==> src/rtl/ahb_pkg.sv <==
// Shared AHB-Lite definitions: transfer/size encodings and the byte-lane
// strobe decode used by the SRAM bridge.
package ahb_pkg;

  typedef enum logic [1:0] {
    HTRANS_IDLE   = 2'b00,
    HTRANS_BUSY   = 2'b01,
    HTRANS_NONSEQ = 2'b10,
    HTRANS_SEQ    = 2'b11
  } htrans_e;

  typedef enum logic [2:0] {
    HSIZE_BYTE = 3'd0,
    HSIZE_HALF = 3'd1,
    HSIZE_WORD = 3'd2
  } hsize_e;

  // Sizes above a word cannot exist on a 32-bit bus; treat them as a full word.
  function automatic logic [3:0] ahb_byte_strb(input logic [2:0] hsize,
                                               input logic [1:0] addr_lo);
    logic [3:0] strb;
    case (hsize)
      HSIZE_BYTE: strb = 4'b0001 << addr_lo;
      HSIZE_HALF: strb = addr_lo[1] ? 4'b1100 : 4'b0011;
      default:    strb = 4'b1111;
    endcase
    return strb;
  endfunction

endpackage

==> src/rtl/ahb_sram_wbuf.sv <==
// One-entry write buffer for the AHB/SRAM bridge: holds the last write until
// it can be drained and merges it byte-wise into read data.
module ahb_sram_wbuf #(
  parameter int AW = 16
) (
  input  logic          CLK,
  input  logic          RESET,
  input  logic          capture,
  input  logic          drain,
  input  logic [AW-1:0] cap_addr,
  input  logic [3:0]    cap_strb,
  input  logic [31:0]   cap_data,
  input  logic          rd_en,
  input  logic [AW-1:0] rd_addr,
  input  logic [31:0]   sram_rdata,
  output logic          buf_valid,
  output logic [AW-1:0] buf_addr,
  output logic [3:0]    buf_strb,
  output logic [31:0]   buf_data,
  output logic [31:0]   rd_data
);

  logic hit;

  // Capture beats drain so back-to-back writes keep the newer entry valid.
  always_ff @(posedge CLK) begin
    if (RESET)        buf_valid <= 1'b0;
    else if (capture) buf_valid <= 1'b1;
    else if (drain)   buf_valid <= 1'b0;
  end

  // NOTE: payload registers carry no reset; buf_valid alone qualifies them,
  // which keeps reset fan-out off the wide data path.
  always_ff @(posedge CLK) begin
    if (capture) begin
      buf_addr <= cap_addr;
      buf_strb <= cap_strb;
      buf_data <= cap_data;
    end
  end

  assign hit = rd_en & buf_valid & (buf_addr == rd_addr);

  // NOTE: every output gets a default first so no path leaves a latch.
  always_comb begin
    rd_data = '0;
    if (rd_en) begin
      for (int k = 0; k < 4; k++) begin
        rd_data[8*k +: 8] = (hit && buf_strb[k]) ? buf_data[8*k +: 8]
                                                 : sram_rdata[8*k +: 8];
      end
    end
  end

endmodule

==> src/rtl/ahb_fpga_sram_bridge.sv <==
// Zero-wait-state AHB-Lite slave driving a one-cycle registered FPGA block
// RAM; writes are posted through a one-entry buffer and retire in idle slots.
module ahb_fpga_sram_bridge
  import ahb_pkg::*;
#(
  parameter int AW = 16
) (
  input  logic          CLK,
  input  logic          RESET,
  input  logic          HSEL,
  input  logic [AW+1:0] HADDR,
  input  logic [1:0]    HTRANS,
  input  logic [2:0]    HSIZE,
  input  logic          HWRITE,
  input  logic          HREADY,
  input  logic [31:0]   HWDATA,
  output logic          HREADYOUT,
  output logic          HRESP,
  output logic [31:0]   HRDATA,
  output logic [AW-1:0] SRAMADDR,
  output logic [31:0]   SRAMWDATA,
  output logic [3:0]    SRAMWEN,
  output logic          SRAMCS,
  input  logic [31:0]   SRAMRDATA
);

  logic          acc, rd_acc, wr_acc;
  logic          rd_pend, wr_pend;
  logic [AW-1:0] rd_addr, wr_addr;
  logic [3:0]    wr_strb;
  logic          capture, drain;
  logic          buf_valid;
  logic [AW-1:0] buf_addr;
  logic [3:0]    buf_strb;
  logic [31:0]   buf_data;

  assign acc    = HSEL & HREADY & (HTRANS inside {HTRANS_NONSEQ, HTRANS_SEQ});
  assign rd_acc = acc & ~HWRITE;
  assign wr_acc = acc & HWRITE;

  // NOTE: sequential state uses non-blocking assignments only.
  always_ff @(posedge CLK) begin
    if (RESET) begin
      rd_pend <= 1'b0;
      wr_pend <= 1'b0;
    end else if (HREADY) begin
      rd_pend <= rd_acc;
      wr_pend <= wr_acc;
    end
  end

  always_ff @(posedge CLK) begin
    if (HREADY) begin
      rd_addr <= HADDR[AW+1:2];
      wr_addr <= HADDR[AW+1:2];
      wr_strb <= ahb_byte_strb(HSIZE, HADDR[1:0]);
    end
  end

  assign capture = wr_pend & HREADY;
  assign drain   = buf_valid & ~rd_acc & ~RESET;

  ahb_sram_wbuf #(.AW(AW)) u_wbuf (
    .CLK        (CLK),
    .RESET      (RESET),
    .capture    (capture),
    .drain      (drain),
    .cap_addr   (wr_addr),
    .cap_strb   (wr_strb),
    .cap_data   (HWDATA),
    .rd_en      (rd_pend & ~RESET),
    .rd_addr    (rd_addr),
    .sram_rdata (SRAMRDATA),
    .buf_valid  (buf_valid),
    .buf_addr   (buf_addr),
    .buf_strb   (buf_strb),
    .buf_data   (buf_data),
    .rd_data    (HRDATA)
  );

  // Reads own the SRAM port; the buffered write only takes otherwise idle slots.
  always_comb begin
    SRAMCS   = 1'b0;
    SRAMWEN  = 4'b0000;
    SRAMADDR = buf_addr;
    if (!RESET) begin
      if (rd_acc) begin
        SRAMCS   = 1'b1;
        SRAMADDR = HADDR[AW+1:2];
      end else if (drain) begin
        SRAMCS  = 1'b1;
        SRAMWEN = buf_strb;
      end
    end
  end

  assign SRAMWDATA = buf_data;
  assign HREADYOUT = 1'b1;
  assign HRESP     = 1'b0;

endmodule

==> config.mk <==
export PLATFORM = sky130hd
export DESIGN_NAME = ahb_fpga_sram_bridge
export DESIGN_NICKNAME = d
export VERILOG_FILES = /design/src/rtl/ahb_pkg.sv /design/src/rtl/ahb_sram_wbuf.sv /design/src/rtl/ahb_fpga_sram_bridge.sv
export SDC_FILE = /design/constraint.sdc
export NUM_CORES = 1
export LEC_CHECK = 0
export CAP_MARGIN = 20
export CORE_MARGIN = 3
export CORE_UTILIZATION = 43
export DETAILED_ROUTE_END_ITERATION = 8
export GPL_TIMING_DRIVEN = 0
export PLACE_DENSITY = 0.91
export SLEW_MARGIN = 25
export SYNTH_ARGS = -nofsm -noshare
export SYNTH_HDL_FRONTEND = slang
export SYNTH_SLANG_ARGS = --single-unit
==> constraint.sdc <==
create_clock -name CLK -period 3.6 [get_ports CLK]
set_input_delay 0.36 -clock CLK [delete_from_list [all_inputs] [get_ports CLK]]
set_output_delay 0.36 -clock CLK [all_outputs]
set_load 0.005 [all_outputs]
* Word level (Yosys, flattened, before mapping) *
Index checks and enable logic that the tools add are counted.

storage, ports and cells
  register bits after elaboration = 75
  word-level logic and storage cells = 50

cells by class
  mux-type cells = 17
  shifts and indexed selects = 1
  bitwise logic cells = 13
  reductions and logical operators = 7
  eq/ne operators = 4

operators with widths
  cell                   number
  $mux W16               2
  $mux W32               1
  $mux W8                4
  $eq A16 B16 Y1         1
  $mux W4                4
  $and A1 B1 Y1          10
  $pmux W4 S2            1
  $mux W1                5
  $eq A2 B2 Y1 const B   2
  $logic_and A1 B1 Y1    4
  $reduce_bool A2 Y1     2
  $shl A1 B2 Y4 const A  1
  $eq A3 B1 Y1 const B   1
  $logic_not A3 Y1       1
  $not A1 Y1             3

* Depth between registers and ports, before layout *
Gate-level depths: netlist of the first run.

  word-level depth = 10
  gate-level depth with buffers = 7

* Cells and area by module *
A second synthesis of the first run with hierarchy kept.

second synthesis, totals
  cell total of the unflattened synthesis = 253
  area, all modules = 3468.3 um^2

by module, submodules not included
  module                instances  area each (um^2)  seq. area each (um^2)  cells an instance
  ahb_sram_wbuf         1          2409.8            1581.5                 186
  ahb_fpga_sram_bridge  1          1058.5            640.6                  67

* Worst setup path after synthesis of the first run *
No wires, ideal clock.

  path kind = input port to flip-flop
  start = in HREADY
  end = reg u_wbuf.buf_addr[0], enable pin
  stages on the path = 1
  arrival = 1614 ps
  library setup time = 416 ps
  data required time = 3184 ps
  slack = 1570 ps
  buffers on the path = 0
  path through = and2_1

between the ends
  word-level cells in the longest chain between the ends = 1

ends and longest elaborated chain
  element                 RTL line                    RTL
  start: declaration      ahb_fpga_sram_bridge.sv:15  input logic HREADY,
  $and A1 B1 Y1           ahb_fpga_sram_bridge.sv:60  assign capture = wr_pend & HREADY;
  end signal: assignment  ahb_sram_wbuf.sv:36         buf_addr <= cap_addr;
  end: declaration        ahb_sram_wbuf.sv:17         output logic [AW-1:0] buf_addr,

Every way passes these cells.
A chain may end at the register's enable or synchronous reset.

==> results of run 1 <==
==> logic make-up after synthesis <==
kind of cell,after synthesis,synth area share (%)
buffers and inverters,23,7.15
and+or+nand+nor,61,11.0
AOI/OAI and AO/OA,71,10.1
xor gates and xnor gates,16,3.94
DFF,75,62.5
muxes,16,5.07
other,2,0.211
==> area by class of cell <==
type | count | area share (%)
multi-input cells | 166 | 19.2
repair buffers | 175 | 31.1
clock buffers | 9 | 2.20
inverters | 1 | 0.0668
flip-flops and latches | 75 | 39.5
clock inverters | 7 | 1.22
plain buffers | 22 | 4.45
well taps | 102 | 2.27
==> layer usage <==
layer | track usage, % | wire (um)
met1 | 25.8 | 4030
met2 | 39.3 | 5440
met3 | 4.18 | 654
met4 | 9.94 | 304
met5 | 0 | 0
==> synthesized netlist by cell type (3+ instances only) <==
library cell,number
nand3_1,4
mux2_1,16
buf_12,3
xnor2_1,8
buf_6,7
xor2_1,8
dfxtp_1,3
o21ai_0,4
and2_1,6
nand4_1,35
clkbuf_1,3
a21oi_1,34
edfxtp_1,72
nor2_1,5
bufbuf_8,3
o21ai_1,32
==> registers in the layout (all words and copies together), names as in the netlist <==
register          cells
u_wbuf.buf_valid      1
wr_addr              16
u_wbuf.buf_data      32
wr_pend               1
u_wbuf.buf_strb       4
u_wbuf.buf_addr      16
rd_pend               1
wr_strb               4
==> stage by stage <==
step | cell area, um2 | TNS [ns] | hold WS [ns] | worst slack (ns)
CTS | 5630 | 0 | 0.419 | 0.0151
global route | 5620 | 0 | 0.436 | 0.0809
finish | 5620 | 0 | 0.417 | 0.280
floorplan | 3550 | 0 | 0.400 | 1.57
global placement | 5430 | -12.23 | 0.405 | -0.208
detailed placement | 5440 | -2.21 | 0.405 | -0.256
==> path summary, 6_finish.rpt <==
path | end | slack (ns)
worst min-delay path | u_wbuf.buf_strb[3]$_DFFE_PP_ | 0.42
worst max-delay path | HRDATA[28] | 0.28
worst max register to register | u_wbuf.buf_addr[7]$_DFFE_PP_ | 2.27
worst min register to register | u_wbuf.buf_strb[3]$_DFFE_PP_ | 0.42
==> worst max-delay path, cell delays in order (launching register included) <==
cell	delay, ns
edfxtp_1	0.42
xnor2_1	0.19
nand4_1	0.17
nor4_2	0.62
bufbuf_8	0.36
nand4_1	0.11
a21oi_1	0.19
clkdlybuf4s50_1	0.55
==> power by group <==
part           switching (mW)  internal, mW
Sequential             0.0138         0.985
Clock                   0.314         0.317
Combinational          0.0570         0.123
Total                   0.384          1.43
==> repair_timing <==
action / in CTS / in global routing
hold buffers: 0 / 0
resized for setup: 1 / 0
endpoints found under the setup margin: 9 / 0
==> summary.md, run 1 <==
| Metric | Value |
|---|---|
| Status | `completed` |
| Root Buffer | `clkbuf_8` |
| Critical path endpoint category | `output pin` |
| Yosys top cell area share | `60.8%` |
| DR vias | `around 3,000` |
| Chip width | `slightly below 100 um` |
| Synthesized cell area | `3550 um2` |
| Layout Nets | `542` |
| Placed Cells | `541` |
| Slew at the pin closest to its max-slew limit | `0.694 ns` |
| Final std cells w/o fill | `557` |
| RSZ-0062 raised after global routing | `false` |
| Dpl hpwl | `7890 um` |
| Slew HR | `between 50% and 60%` |
| DRC | `0` |
| Layout Utilization | `a little under three quarters` |
| Critical Path Start | `wr_addr[4]$_DFFE_PP_` |
| Multi-input gate area | `1080 um2` |
| Top cells by area, synth | `edfxtp_1, nand4_1, mux2_1` |
| Post-CTS Setup Bufs | `0` |
| Num CTS Buffers | `9` |
| Ant. Diodes | `0` |
| Fraction of layout cells with a size suffix above 1 | `8.79%` |
| Die Height | `96.9 um` |
| Worst Path Max Fanout | `10` |
| Global-route wire length before repair | `16,400 um` |
| Yosys reg bits | `75` |
| Hold Crit Depth | `0` |
| Yosys top cell by area | `edfxtp_1` |
| Final setup viols | `0` |
| First drt pass iteration count | `4` |
| Clock slew at reported path FFs | `0.08 ns` |
| Post-Syn Instances | `264` |
| Core footprint | `about 7900 um2` |
| Final Hold Fails | `0` |
| Average footprint of a synthesized cell | `~13 um2` |
| Ys async rst share | `0%` |
| Max Cap Viol | `0` |
| Starting density of the core | `45.1%` |
| R2r startpoint | `wr_pend$_SDFFE_PP0P_` |
| Post-synth EDFFs | `slightly above 70` |
| Gr usage total | `around 22%` |
| Pwr Density | `322 nW/um2` |
| Fillers | `roughly 520` |
| Arrival @ worst endpoint | `2.96 ns` |
| Clock Latency Late Sink | `~0.35 ns` |
| Cell Rows | `32` |
| Max Freq | `301 MHz` |
| Vias in the first global route | `3,121` |
| CP startpoint kind | `flop` |
| Initial antenna violation count | `0` |
| Final worst-path cycle share | `92.2%` |
| Leak | `1.84 nW` |
| DRT Wirelength | `about 10,000 um` |
| Worst Skew | `~0.0097 ns` |
| Worst Hold Class | `flop to flop` |
| DR iter-0 viols | `162` |
| Yosys warning count | `0` |
| Crit path kind | `flop to output pin` |
| Worst Min Path Start | `wr_strb[3]$_DFFE_PP_` |
| DR vias/cell | `about 5.4` |
| Worst Path Required | `between 3 and 4 ns` |
| Commonest non-fill, non-tap cell in the layout | `clkdlybuf4s50_1` |
| WL/cell | `roughly 19 um` |
| Num ports | `179` |
| Die area | `9390 um2` |
| Register-to-Register Path Depth | `1` |
| GP Congestion | `approximately 0.91` |
| Max Slew Vio Count | `0` |
| Post-route ant nets | `0` |
| Port buffer count | `175` |
| Max VDD drop | `0.000241 V` |
| Most frequent cells in the layout | `clkdlybuf4s50_1, edfxtp_1, nand4_1` |
| # H-tree levels | `3` |
| CTS sink cnt | `between 70 and 80` |
| Pwr Total | `1.81 mW` |
| Post-synthesis sequential area ratio | `62.5%` |
| Maximum buffer depth of the clock tree | `2` |
| Syn nets | `356` |
| Fin crit period | `3.32 ns` |
| Dominant synthesized flop cell | `edfxtp_1` |
| Synth unique cells | `31` |
| CTS tree | `built` |
| Grt ovf | `0` |
| Register area | `2220 um2` |
| Area Overhead vs Synth | `58.2%` |
| Largest net degree at the start of global routing | `54` |
(Power assumes the default switching activity.)
==> run 2: changes to the inputs <==
- ABC_AREA: unset -> 1
- CORE_UTILIZATION: 43 -> 45
- GPL_ROUTABILITY_DRIVEN: unset -> 0
- PLACE_DENSITY: 0.91 -> 0.92
- TNS_END_PERCENT: unset -> 20
==> summary.md, run 2 <==
| Metric | Value |
|---|---|
| Clock Latency Late Sink | `0.34 ns` |
| Num CTS Buffers | `9` |
| Hold slack final | `between 0.4 and 0.5 ns` |
| Post-synthesis sequential area ratio | `~57%` |
| Final std cells w/o fill | `712` |
| CTS tree | `built` |
| RSZ-0062 raised after global routing | `false` |
| Post-Syn Instances | `about 420` |
| Die area | `around 10000 um2` |
| Leak | `2.64 nW` |
| Die Height | `98.9 um` |
| Dpl hpwl | `around 8400 um` |
| Most frequent cells in the layout | `clkdlybuf4s50_1, nand2_1, nor2_1` |
| Cell Rows | `33` |
| Yosys top cell area share | `55.7%` |
| Placed Cells | `697` |
| Critical path endpoint category | `output pin` |
| Synth unique cells | `27` |
| Grt ovf | `0` |
| Gr usage total | `a little under a quarter` |
| Global-route wire length before repair | `17,400 um` |
| Most frequent cell after synthesis | `nand2_1` |
| Setup ws final | `0.733 ns` |
| Crit path kind | `input pin to output pin` |
| Synthesized cell area | `3880 um2` |
| Maximum buffer depth of the clock tree | `2` |
| Status | `completed` |
| Worst Path Required | `3.24 ns` |
| Worst Hold Class | `flop to flop` |
| Layout Utilization | `between 70% and 80%` |
| Largest reg by FF count | `u_wbuf.buf_data` |
| Hold Crit Depth | `0` |
| Average footprint of a synthesized cell | `9.31 um2` |
| Worst Min Path Start | `wr_strb[3]$_DFFE_PP_` |
| DP Worst Slack | `-0.0356 ns` |
| DR iter-0 viols | `146` |
| Chip width | `just under 100 um` |
| Max Cap Viol | `0` |
| Hold Buf Count CTS | `0` |
| Yosys top cell by area | `edfxtp_1` |
| R2r startpoint | `wr_pend$_SDFFE_PP0P_` |
| Final setup viols | `0` |
| Max VDD drop | `around 0.00025 V` |
| Clock slew at reported path FFs | `0.07 ns` |
| Final worst-path cycle share | `79.6%` |
| Reg2reg end | `u_wbuf.buf_strb[0]$_DFFE_PP_` |
| Reg2Reg Setup Slack | `2.24 ns` |
| Starting density of the core | `46.8%` |
| Fin crit period | `approximately 2.9 ns` |
| Core footprint | `8300 um2` |
| Fraction of layout cells with a size suffix above 1 | `a little under a tenth` |
| Root Buffer | `clkbuf_8` |
| Slew at the pin closest to its max-slew limit | `0.681 ns` |
| First drt pass iteration count | `4` |
| Post-synth EDFFs | `72` |
| Dominant synthesized flop cell | `edfxtp_1` |
| Num ports | `between 150 and 200` |
| Yosys reg bits | `75` |
| Hold Crit Endpoint | `u_wbuf.buf_strb[3]$_DFFE_PP_` |
| Arrival @ worst endpoint | `2.51 ns` |
| DR vias | `3,402` |
| Yosys warning count | `0` |
| DRT Wirelength | `11,100 um` |
| CP startpoint kind | `input pin` |
| DRC | `0` |
| Slew HR | `54.6%` |
| Pwr Total | `1.99 mW` |
| Port buffer count | `175` |
| Worst Path Max Fanout | `8` |
| Ant. Diodes | `0` |
| Register-to-Register Path Depth | `2` |
| Pwr Density | `around 330 nW/um2` |
| Top cells by area, synth | `edfxtp_1, nand2_1, nor2_1` |
| Top flop regs | `u_wbuf.buf_data (32), u_wbuf.buf_addr (16), wr_addr (16)` |
| Layout Nets | `just under 700` |
| Max Freq | `349 MHz` |
| Fillers | `620` |
| Initial antenna violation count | `0` |
| Max Slew Vio Count | `0` |
| Post-synth top cells | `nand2_1, nor2_1, edfxtp_1` |
| Commonest non-fill, non-tap cell in the layout | `clkdlybuf4s50_1` |
| Vias in the first global route | `3,628` |
| Worst Skew | `0.00983 ns` |
| Register area | `2220 um2` |
| Area Overhead vs Synth | `54.4%` |
| # H-tree levels | `3` |
| CTS sink cnt | `75` |
| Post-route ant nets | `0` |
| Syn nets | `509` |
| WL/cell | `15.5 um` |
| Multi-input gate area | `1350 um2` |
| Largest net degree at the start of global routing | `53` |
| Max reg flops | `32` |
| Final Hold Fails | `0` |
| DR vias/cell | `4.78` |
| Ys async rst share | `0%` |
[run 2: final cells by class]
type / instances / area share, %
buffer: 8 / 0.856
clock buffer: 10 / 2.13
clock inverter: 5 / 1.71
inverter: 70 / 4.43
multi-input combinational: 264 / 22.4
sequential: 75 / 37.1
tap: 105 / 2.19
timing repair buffer: 175 / 29.2
[run 2: cells by family after synthesis]
logic type | Yosys count | synth area share (%)
AND/OR/NAND/NOR | 234 | 29.3
buffers and inverters | 78 | 8.09
flip-flops | 75 | 57.3
AO/OA/AOI/OAI | 20 | 2.90
XOR/XNOR | 4 | 1.10
multiplexers | 4 | 1.16
other | 2 | 0.193
[run 2: how the worst max path moves through the flow]
stage	start	slack [ns]	cells past startpoint	endpoint
floorplan	HREADY	1.76	2	u_wbuf.buf_addr[0]$_DFFE_PP_
global placement	HREADY	-0.08	3	u_wbuf.buf_data[1]$_DFFE_PP_
detailed placement	HREADY	-0.04	8	SRAMADDR[8]
global route	HREADY	0.55	8	SRAMADDR[8]
CTS	HREADY	0.23	8	SRAMADDR[8]
finish	RESET	0.73	11	HRDATA[0]
[run 2: worst max-delay path: stages]
cell	delay [ns]
clkdlybuf4s50_1	0.50
inv_2	0.10
nand2_2	0.07
nor2_4	0.11
nand3_4	0.10
nor2_8	0.21
nand4_4	0.19
nand2_1	0.10
nand2_1	0.07
nor2_1	0.13
clkdlybuf4s50_1	0.55
[run 2: per-layer routing]
metal	part of all wire (%)	GRT usage, %	vias up	routed length (um)
li1	-	-	1671	-
met1	39	26.4	1581	4300
met2	53	40.4	139	5850
met3	7.4	6.72	11	820
met4	0.79	5.67	0	87
met5	0	0	-	0
[run 2: what timing repair did]
action                     4_1_cts  5_1_grt
setup buffers                    0        0
setup endpoints to repair        4        0
resized for setup                1        0
[run 2: report_power, final]
part           switching, mW  total (mW)  internal, mW  leakage [nW]
logic                 0.0845       0.214         0.129          1.84
registers             0.0162        1.00         0.985         0.690
clock network          0.315       0.772         0.456         0.112
[run 2: per-stage QoR]
stage / instance area [um2] / setup TNS (ns)
floorplan: 3880 / 0
global placement: 5760 / -3.79
detailed placement: 5770 / -0.0663
CTS: 6000 / 0
global route: 5990 / 0
finish: 5990 / 0
==> run 3: changes to the inputs <==
- CORE_UTILIZATION: 45 -> 38
- PLACE_DENSITY: 0.92 -> 0.84
- clock period: 3.6 -> 2.6 ns (I/O delays scaled with it)
==> summary.md, run 3 (synthesis gave the netlist of run 2 again) <==
| Metric | Value |
|---|---|
| CTS sink cnt | `75` |
| CTS tree | `built` |
| Clock slew at reported path FFs | `about 0.080 ns` |
| Seq pwr share | `50.4%` |
| CP startpoint kind | `flop` |
| Hold Buf Count CTS | `0` |
| Slew HR | `between 50% and 60%` |
| DRT Wirelength | `~11,000 um` |
| Crit-path cells | `xnor2_2, nand3_4, nor2_8, nand4_4, nand2_1, nand2_1, nor2_1, clkdlybuf4s50_1` |
| Crit path top cell by count | `nand2_1` |
| Status | `finished, violations left` |
| Ant. Diodes | `0` |
| Chip width | `107 um` |
| Worst Path Max Fanout | `8` |
| Final worst-path cycle share | `101%` |
| Max Slew Vio Count | `0` |
| Max Cap Viol | `0` |
| Area Overhead vs Synth | `60.1%` |
| Final setup viols | `8` |
| Worst Skew | `approximately 0.010 ns` |
| Num CTS Buffers | `9` |
| Fraction of layout cells with a size suffix above 1 | `13.7%` |
| Failing checks | `negative setup slack` |
| Largest reg by FF count | `u_wbuf.buf_data` |
| Final std cells w/o fill | `752` |
| Grt ovf | `0` |
| Commonest non-fill, non-tap cell in the layout | `clkdlybuf4s50_1` |
| Dpl hpwl | `8460 um` |
| Post-route ant nets | `0` |
| Global-route wire length before repair | `between 15,000 and 20,000 um` |
| WL/cell | `15.0 um` |
| Gr usage total | `19.8%` |
| DR iter-0 viols | `173` |
| Root Buffer | `clkbuf_8` |
| Worst Min Path Start | `HREADY` |
| Pwr Density | `443 nW/um2` |
| WP buf/inv | `1` |
| Max reg flops | `32` |
| Clock Latency Late Sink | `0.35 ns` |
| Share of total power in combinational logic | `a little under an eighth` |
| Layout Nets | `706` |
| Die Height | `roughly 110 um` |
| Starting density of the core | `around 40%` |
| Port buffer count | `175` |
| Die area | `about 11,000 um2` |
| Slew at the pin closest to its max-slew limit | `between 0.7 and 0.8 ns` |
| Hold Crit Depth | `1` |
| Largest net degree at the start of global routing | `53` |
| Max VDD drop | `between 0.0002 and 0.0003 V` |
| DRC | `0` |
| Switching Share | `between 20% and 30%` |
| Register-to-Register Path Depth | `2` |
| Slowest-stage cell, CP | `clkdlybuf4s50_1` |
| Crit path kind | `flop to output pin` |
| Net Switching | `between 500 and 600 uW` |
| Setup ws final | `-0.0317 ns` |
| Cell Rows | `36` |
| Worst Path Required | `2.34 ns` |
| Cell family with most CP delay | `simple AND/OR/NAND/NOR gates` |
| Max Freq | `380 MHz` |
| Fin crit period | `between 2 and 3 ns` |
| Worst Hold Class | `input pin to flop` |
| Stages on worst setup path | `8` |
| DR vias/cell | `4.53` |
| Leak | `2.90 nW` |
| DP Worst Slack | `-0.0516 ns` |
| DR vias | `3,408` |
| Maximum buffer depth of the clock tree | `2` |
| Reg2reg end | `u_wbuf.buf_data[31]$_DFFE_PP_` |
| Final Hold Fails | `0` |
| RSZ-0062 raised after global routing | `true` |
| Int Pwr | `~2.2 mW` |
| Initial antenna violation count | `0` |
| Clk network pwr share | `38.4%` |
| Hold Crit Endpoint | `wr_addr[1]$_DFFE_PP_` |
| Num ports | `179` |
| # H-tree levels | `3` |
| Critical path endpoint category | `output pin` |
| Most frequent cells in the layout | `clkdlybuf4s50_1, nand2_1, nor2_1` |
| Core footprint | `9860 um2` |
| Placed Cells | `725` |
| Reg2Reg Setup Slack | `1.25 ns` |
| First drt pass iteration count | `4` |
| Worst path max stage delay | `between 0.5 and 0.6 ns` |
| Top flop regs | `u_wbuf.buf_data (32), u_wbuf.buf_addr (16), wr_addr (16)` |
| Vias in the first global route | `3,531` |
| R2r startpoint | `wr_pend$_SDFFE_PP0P_` |
| Arrival @ worst endpoint | `~2.4 ns` |
run 3: cell count changes in the layout (fill, tap and decap cells not counted), moves of 3 or more:
cell             change
xnor2_1              -3
nor2_2               +6
nand2_1              -9
buf_4                +9
dlygate4sd2_1       +13
clkinv_1             +3
dlymetal6s2s_1       +6
xnor2_2              +3
buf_2                -3
clkdlybuf4s50_1     -21
nand2_2              +9
nor2_1               -6
run 3: worst max-delay path by stage:
stage / startpoint / endpoint / slack [ns]
after global placement: HREADY / u_wbuf.buf_data[1]$_DFFE_PP_ / -1.06
final: wr_addr[14]$_DFFE_PP_ / HRDATA[30] / -0.03
after CTS: wr_addr[11]$_DFFE_PP_ / HRDATA[28] / -0.07
after detailed placement: RESET / HRDATA[10] / -0.05
after floorplan: wr_pend$_SDFFE_PP0P_ / u_wbuf.buf_addr[0]$_DFFE_PP_ / 0.81
after global routing: u_wbuf.buf_addr[12]$_DFFE_PP_ / HRDATA[13] / -0.15
run 3: area by class of cell:
class	count	area (um2)
buffer	8	57.6
sequential	75	2220
inverter	70	265
multi-input combinational	264	1410
timing repair buffer	186	1860
clock buffer	9	124
clock inverter	7	106
tap	133	166
fill	781	3650
run 3: layer usage:
metal	up-vias	GRT usage, %	wire length [um]
met5	-	0	0
met4	0	7.76	261
met3	21	4.39	639
met2	111	34.6	5890
met1	1580	23.5	4510
li1	1696	-	-
run 3: what timing repair did:
item                       4_1_cts  5_1_grt
gates cloned                     0        0
setup endpoints to repair       37       28
pin swaps                        8       18
buffers inserted                 3        8
resized for setup               18       32
run 3: power groups by stage:
stage | logic (mW) | clock network (mW) | registers [mW]
4_1_cts | 0.302 | 1.08 | 1.39
2_1_floorplan | 0.100 | 0 | 1.41
3_3_place_gp | 0.286 | 0 | 1.41
5_1_grt | 0.339 | 1.13 | 1.39
6_report | 0.311 | 1.06 | 1.39
3_5_place_dp | 0.294 | 0 | 1.41
run 3: through the flow:
step                TNS (ns)  util [%]  hold WS, ns  power [mW]  cell area (um2)
floorplan                  0         -        0.329        1.51             3880
global placement      -68.09      58.8        0.406        1.70             5800
detailed placement    -0.163      58.8        0.407        1.71             5800
CTS                   -0.787      61.4        0.322        2.77             6060
global route           -1.46      63.0        0.337        2.86             6210
finish               -0.0965      63.0        0.339        2.76             6210
